<file path="src/rtl/serial_subtractor_if.sv">
// rtl/serial_subtractor_if.sv - start/busy/done and operand/result bundle for serial_subtractor
// Optional ovf signal is present only when SUB_OVF_EN is defined.
interface serial_subtractor_if #(
    parameter int WIDTH = 8
);
    logic             start;
    logic [WIDTH-1:0] a;
    logic [WIDTH-1:0] b;
    logic             busy;
    logic             done;
    logic [WIDTH-1:0] diff;
    logic             borrow;
`ifdef SUB_OVF_EN
    logic             ovf;
`endif

    modport master (
        output start, a, b,
        input  busy, done, diff, borrow
`ifdef SUB_OVF_EN
        , input ovf
`endif
    );

    modport slave (
        input  start, a, b,
        output busy, done, diff, borrow
`ifdef SUB_OVF_EN
        , output ovf
`endif
    );
endinterface

</file>
<file path="src/rtl/serial_subtractor.sv">
// rtl/serial_subtractor.sv - bit-serial a - b, LSB first, with start/busy/done handshake
// Optional signed-overflow flag guarded by SUB_OVF_EN.
module serial_subtractor #(
    parameter int WIDTH = 8
) (
    input  logic               clk,
    input  logic               rst_n,
    serial_subtractor_if.slave bus
);
    localparam int CW = $clog2(WIDTH + 1);

    typedef enum logic [1:0] {
        IDLE = 2'd0,
        RUN  = 2'd1,
        DONE = 2'd2
    } state_t;

    state_t           state;
    state_t           state_nx;
    logic [WIDTH-1:0] a_sh;
    logic [WIDTH-1:0] b_sh;
    logic [WIDTH-1:0] res_sh;
    logic [WIDTH-1:0] res_nx;
    logic             br;
    logic [CW-1:0]    cnt;
    logic             d_bit;
    logic             bo;
    logic             last_bit;
`ifdef SUB_OVF_EN
    logic             a_msb;
    logic             b_msb;
`endif

    // Full-subtractor cell on the current LSBs plus the result shift value it produces
    always_comb begin
        d_bit            = a_sh[0] ^ b_sh[0] ^ br;
        bo               = (~a_sh[0] & b_sh[0]) | (~(a_sh[0] ^ b_sh[0]) & br);
        res_nx           = res_sh >> 1;
        res_nx[WIDTH-1]  = d_bit;
        last_bit         = (cnt == CW'(WIDTH - 1));
    end

    // State register; async reset abandons any operation in flight
    always_ff @(posedge clk or negedge rst_n) begin
        if (!rst_n) begin
            state <= IDLE;
        end else begin
            state <= state_nx;
        end
    end

    // Next-state: start is honoured only when not running, so DONE can chain straight into RUN
    always_comb begin
        state_nx = state;
        case (state)
            IDLE:    if (bus.start) state_nx = RUN;
            RUN:     if (last_bit) state_nx = DONE;
            DONE:    state_nx = bus.start ? RUN : IDLE;
            default: state_nx = IDLE;
        endcase
    end

    // Datapath: capture on accept, one bit per clock while running, publish results on the last bit
    always_ff @(posedge clk or negedge rst_n) begin
        if (!rst_n) begin
            a_sh       <= '0;
            b_sh       <= '0;
            res_sh     <= '0;
            br         <= 1'b0;
            cnt        <= '0;
            bus.diff   <= '0;
            bus.borrow <= 1'b0;
`ifdef SUB_OVF_EN
            a_msb      <= 1'b0;
            b_msb      <= 1'b0;
            bus.ovf    <= 1'b0;
`endif
        end else begin
            case (state)
                IDLE, DONE: begin
                    if (bus.start) begin
                        a_sh   <= bus.a;
                        b_sh   <= bus.b;
                        res_sh <= '0;
                        br     <= 1'b0;
                        cnt    <= '0;
`ifdef SUB_OVF_EN
                        // Operand sign bits are shifted out during RUN, so keep copies
                        a_msb  <= bus.a[WIDTH-1];
                        b_msb  <= bus.b[WIDTH-1];
`endif
                    end
                end
                RUN: begin
                    a_sh   <= a_sh >> 1;
                    b_sh   <= b_sh >> 1;
                    res_sh <= res_nx;
                    br     <= bo;
                    cnt    <= cnt + CW'(1);
                    if (last_bit) begin
                        bus.diff   <= res_nx;
                        bus.borrow <= bo;
`ifdef SUB_OVF_EN
                        bus.ovf    <= (a_msb != b_msb) && (res_nx[WIDTH-1] != a_msb);
`endif
                    end
                end
                default: ;
            endcase
        end
    end

    assign bus.busy = (state == RUN);
    assign bus.done = (state == DONE);
endmodule

</file>
<file path="src/flat_wrapper.sv">
// flat-port wrapper written by rule: the top's interface ports become plain ports
module serial_subtractor_flat 
#(
    parameter int WIDTH = 8
)
  (clk, rst_n, bus_start, bus_a, bus_b, bus_busy, bus_done, bus_diff, bus_borrow);
  serial_subtractor_if #(.WIDTH(WIDTH)) bus_i ();
  input  logic clk;
  input  logic rst_n;
  input wire logic [$bits(bus_i.start)-1:0] bus_start;
  input wire logic [$bits(bus_i.a)-1:0] bus_a;
  input wire logic [$bits(bus_i.b)-1:0] bus_b;
  output wire logic [$bits(bus_i.busy)-1:0] bus_busy;
  output wire logic [$bits(bus_i.done)-1:0] bus_done;
  output wire logic [$bits(bus_i.diff)-1:0] bus_diff;
  output wire logic [$bits(bus_i.borrow)-1:0] bus_borrow;
  assign bus_i.start = bus_start;
  assign bus_i.a = bus_a;
  assign bus_i.b = bus_b;
  assign bus_busy = bus_i.busy;
  assign bus_done = bus_i.done;
  assign bus_diff = bus_i.diff;
  assign bus_borrow = bus_i.borrow;
  serial_subtractor #(.WIDTH(WIDTH)) u_core (.clk(clk), .rst_n(rst_n), .bus(bus_i));
endmodule
</file>
<file path="config.mk">
export PLATFORM = sky130hd
export DESIGN_NAME = serial_subtractor_flat
export DESIGN_NICKNAME = d
export VERILOG_FILES = /design/src/rtl/serial_subtractor_if.sv /design/src/rtl/serial_subtractor.sv /design/src/flat_wrapper.sv
export SDC_FILE = /design/constraint.sdc
export NUM_CORES = 1
export LEC_CHECK = 0
export CAP_MARGIN = 10
export CORE_UTILIZATION = 45
export CTS_CLUSTER_SIZE = 24
export DETAILED_ROUTE_END_ITERATION = 7
export PLACE_DENSITY = 0.77
export SLEW_MARGIN = 20
export SYNTH_ARGS = -nofsm -noshare
export SYNTH_HDL_FRONTEND = slang
export SYNTH_SLANG_ARGS = --single-unit
</file>
<file path="constraint.sdc">
create_clock -name clk -period 1.4 [get_ports clk]
set_input_delay 0.28 -clock clk [delete_from_list [all_inputs] [get_ports clk]]
set_output_delay 0.28 -clock clk [all_outputs]
set_load 0.05 [all_outputs]
</file>
Word level (Yosys, flattened, before mapping). Index checks and enable logic that the tools add are counted.

Reduce and logical (&&, ||, !) cells: 6. Add/subtract/negate cells: 1. Eq/ne operators: 6. Bitwise gates (word level): 7. Mux-type cells: 14.

Operator list (count): $pmux W8 S2 (3); $mux W8 (3); $pmux W4 S2 (1); $pmux W2 S3 (1); $reduce_and A2 Y1 (3); $add A4 B1 Y4 const B (1); $eq A4 B3 Y1 const B (1); $mux W2 (2); $mux W4 (1); $ne A2 B2 Y1 const B (2); $and A1 B1 Y1 (2); $eq A2 B1 Y1 const B (1); $eq A2 B2 Y1 const B (1); $logic_not A2 Y1 (1); $mux W1 (2); $ne A2 B1 Y1 const B (1); $not A1 Y1 (2); $pmux W1 S2 (1); $reduce_bool A2 Y1 (1); $reduce_or A2 Y1 (1); $xor A1 B1 Y1 (2); $or A1 B1 Y1 (1).

Input port bits: 19. Output and inout port bits: 11. Register bits: 40. Logic and storage cells: 42.

Depth between registers and ports, before layout.
Depth in word-level cells: 5. Depth in mapped cells: 6. Gate-level depth less buffers: 4.

Worst setup path before layout. Ideal clock, no wire load.

Path kind: flip-flop to flip-flop. Start: register u_core.state[1]. End: register u_core.bus.diff[0]. Library setup time: 0.125 ns. Path buffers: 1. Path slack: -0.068 ns. Data required time: 1.275 ns. Cell stages (with the launch flop): 5. Period minus slack after synthesis: 1.468 ns. Data arrival time: 1.343 ns. Path through: dfrtp_1 -> nand2b_1 -> buf_6 -> nor3_4 -> mux2_2.

Longest elaborated chain between the ends: 2.

RTL lines: start: declaration (RTL line serial_subtractor.sv:18) `state_t state;`; start signal: assignment (RTL line serial_subtractor.sv:48) `state <= state_nx;`; $eq A2 B1 Y1 (RTL line serial_subtractor.sv:79) `case (state)`; $reduce_and A2 Y1 (no line); end signal: assignment (RTL line serial_subtractor.sv:101) `bus.diff <= res_nx;`; end: declaration (RTL line serial_subtractor_if.sv:27) `output busy, done, diff, borrow`.

Every way passes these cells. A chain may end at the register's enable or synchronous reset.

Worst setup path in the final report.
Start: register u_core.state[1]. End: register u_core.bus.diff[6].

The elaborated chain is that of the path after synthesis.

==> results.json <==
{
  "dr_vias": 1193,
  "synthesis.area_sq_um": 1610,
  "timing_max_transition_violations_final": 0,
  "number_of_design_rule_violations_left_by_the_first_detailed_router_iteration": 37,
  "post-route-min-period_ns": 1.46,
  "fin_ws_ns": -0.0619,
  "setup_viol": 9,
  "synthesis.instances": 132,
  "timing.critical_path.fanout_max": 5,
  "dp_hpwl_um": 2370,
  "register_bit_total_from_synthesis": 39,
  "cts-root-buf": "clkbuf_4",
  "number_of_antenna_violating_nets_in_the_routed_design": 0,
  "synth.yosys.seq_area_share_pct": 60.7,
  "yosysWarnings": 0,
  "cts.sink_count": 39,
  "tritoncts": "built",
  "path_clk_slew_ns": 0.10,
  "drt_first_pass_iters": 4,
  "wire_length_of_the_first_global_routing_pass_um": 5510,
  "placeableCoreArea_sq_um": 3390,
  "synth_nets": 153,
  "cap_viol_max_count": 0,
  "floorplan.die_area_sq_um": 3810,
  "remaining_global_route_overflow": 0,
  "count_of_non_filler_cells_in_the_finished_layout": 225,
  "final_hold_violation_count": 0,
  "clockBufferDepth": 2,
  "criticalPathCategory": "flip-flop to flip-flop",
  "async_reset_ff_share_pct": 100,
  "number_of_ports_placed_on_the_die_boundary": 30,
  "worst_skew_pair_later_pin_latency_ns": 0.34,
  "layout-area-overhead-vs-synth_pct": 43.8,
  "violations": "setup timing",
  "via_count_of_the_first_global_routing_pass": 1164,
  "post_synth.cell_area_avg_sq_um": 12.2,
  "result_of_the_run": "complete, but fails checks",
  "placed_cells": 211,
  "initial_antenna_violation_count": 0,
  "global_route.usage.total_pct": 21.0,
  "io_buffer_count": 29,
  "vdd_ir_drop_max_mv": 1.37,
  "synth_cell_type_count": 24,
  "layout.nets": 200,
  "post-route-period-util_pct": 104,
  "min_path_type": "primary input to asynchronous set/reset pin",
  "worstSetupEndpointType": "flip-flop",
  "cellPowerDensity_nw_per_um2": 2450,
  "rsz_0062_raised_after_global_routing": "yes",
  "post_route_cells_drive_above_1_share_pct": 29.6,
  "wl_per_cell_um": 15.9,
  "tns_ns": -0.402,
  "clock.fmax_mhz": 684,
  "timing.hold.ws_ns": 0.502,
  "slew-limit-headroom_pct": 67.9,
  "cp_data_arrival_time_ns": 1.69,
  "gp_congestion": 0.742,
  "clock_skew_ns": 0.00646,
  "start_kind": "flip-flop",
  "cts.htree.levels": 2,
  "cellLeakagePower_nw": 1.08,
  "critical_path_rt_ns": 1.63,
  "postRouteWirelength_um": 3570,
  "viasPerCell": 5.30,
  "cell_rows": 21,
  "finalPower_mw": 5.65,
  "tightest_slew_ns": 0.481,
  "synth-edff-count": 0,
  "maximum_number_of_pins_on_one_net_before_global_route_repair": 40,
  "drt_drc_violations_left": 0,
  "antenna_cells": 0,
  "floorplan.die.height_um": 61.8,
  "synthFlopType": "dfrtp_1",
  "die_width_um": 61.8,
  "effective_utilization_at_floorplan_pct": 47.4,
  "cts_made_buffers": 5
}
==> sequential cells by signal, indices dropped and copies added (netlist names) <==
name,cells
u_core.cnt,4
u_core.res_sh,7
u_core.br,1
u_core.bus.diff,8
u_core.b_sh,8
u_core.bus.borrow,1
u_core.a_sh,8
u_core.state,2
==> worst paths after layout <==
kind	startpoint	depth (start not counted)	slack (ns)	endpoint
min reg2reg	u_core.br	1	0.50	u_core.br
max	u_core.state[1]	5	-0.06	u_core.bus.diff[6]
max reg2reg	u_core.state[1]	5	-0.06	u_core.bus.diff[6]
max in group asynchronous	rst_n	3	0.53	u_core.state[0]
min	rst_n	3	0.50	u_core.b_sh[2]
min in group clk	u_core.br	1	0.50	u_core.br
==> repair_timing <==
| action | CTS | global route |
|---|---|---|
| gates resized for setup | 18 | 2 |
| hold endpoints to repair | 39 | 0 |
| gates cloned | 1 | 0 |
| hold buffers | 1 | 0 |
| pin swaps | 2 | 1 |
| setup buffers | 6 | 2 |
| endpoints found under the setup margin | 10 | 12 |
==> cell usage after synthesis (all sizes together), types with 2 or more instances <==
master,count,share of area [%]
o21ai,2,0.62
inv,4,0.93
mux2i,3,1.9
nand2,16,3.7
dfrtp,39,61
clkbuf,4,0.93
a22o,11,6.0
nand2b,2,0.78
nand3,14,4.4
nor3,2,1.3
mux2,8,5.6
nor2b,2,0.78
buf,5,1.9
a22oi,13,6.1
==> placed cells by master, fill, tap and decap left out <==
cell type	Yosys	final
clkbuf_4	0	5
nand2b_4	0	1
clkinv_2	0	1
buf_2	4	1
nand2_1	16	15
nand4_1	1	1
nor2b_2	0	1
and2b_1	1	1
a22oi_1	13	13
nor2_1	1	1
ha_2	0	1
nand2b_1	2	1
o21ai_0	2	2
dfrtp_1	39	38
buf_4	0	13
mux2_4	0	8
buf_12	0	13
inv_1	3	3
fa_1	1	1
dlygate4sd3_1	0	1
inv_4	0	1
buf_6	1	4
o2bb2ai_1	1	1
clkdlybuf4s50_1	0	17
nor3_1	1	1
a221o_1	1	1
nand2_2	0	1
mux2i_1	3	3
clkbuf_8	0	1
nand3_1	14	14
nor2b_1	2	1
a22o_1	11	11
dfrtp_2	0	1
nor3_4	1	1
==> cell type report <==
type,instances,area (sq um)
clock inverters,1,5.00
inverters,4,17.5
clock buffers,6,51.3
well taps,46,57.6
repair buffers,49,588
fillers,242,1080
flip-flops and latches,39,977
multi-input cells,80,614
==> metrics by stage <==
stage	worst slack [ns]	area [sq um]	utilization (%)
2_1_floorplan	-0.0676	1610	-
3_3_place_gp	-0.164	2160	63.8
3_5_place_dp	-0.169	2160	63.8
4_1_cts	-0.119	2360	69.6
5_1_grt	-0.132	2310	68.2
6_report	-0.0619	2310	68.2
==> power breakdown <==
group	internal (mW)	switching (mW)	total [mW]
Combinational	1.58	1.45	3.03
Sequential	1.64	0.416	2.05
Clock	0.233	0.340	0.572
==> critical path: stages, from the launching register on <==
cell	delay (ns)
dfrtp_1	0.39
nand2b_4	0.17
buf_6	0.13
nor3_4	0.19
buf_6	0.16
mux2_4	0.30
==> layer usage <==
metal	vias up	part of all wire, %	GRT usage [%]
met3	6	5.2	7.25
met2	40	50	31.6
met5	-	0	0
met1	583	43	28.5
met4	0	1.7	6.98
li1	564	-	-
==> cell families (layout without fill, tap and decap cells) <==
kind of cell | after synthesis | count (layout) | synth area share, %
mux | 11 | 11 | 7.48
flops | 39 | 39 | 60.7
fa+ha+maj | 2 | 2 | 2.02
compound gates | 28 | 28 | 13.9
simple gates | 39 | 39 | 12.1
buf+inv | 13 | 60 | 3.82
No activity file was read; power rests on OpenSTA's default activity.
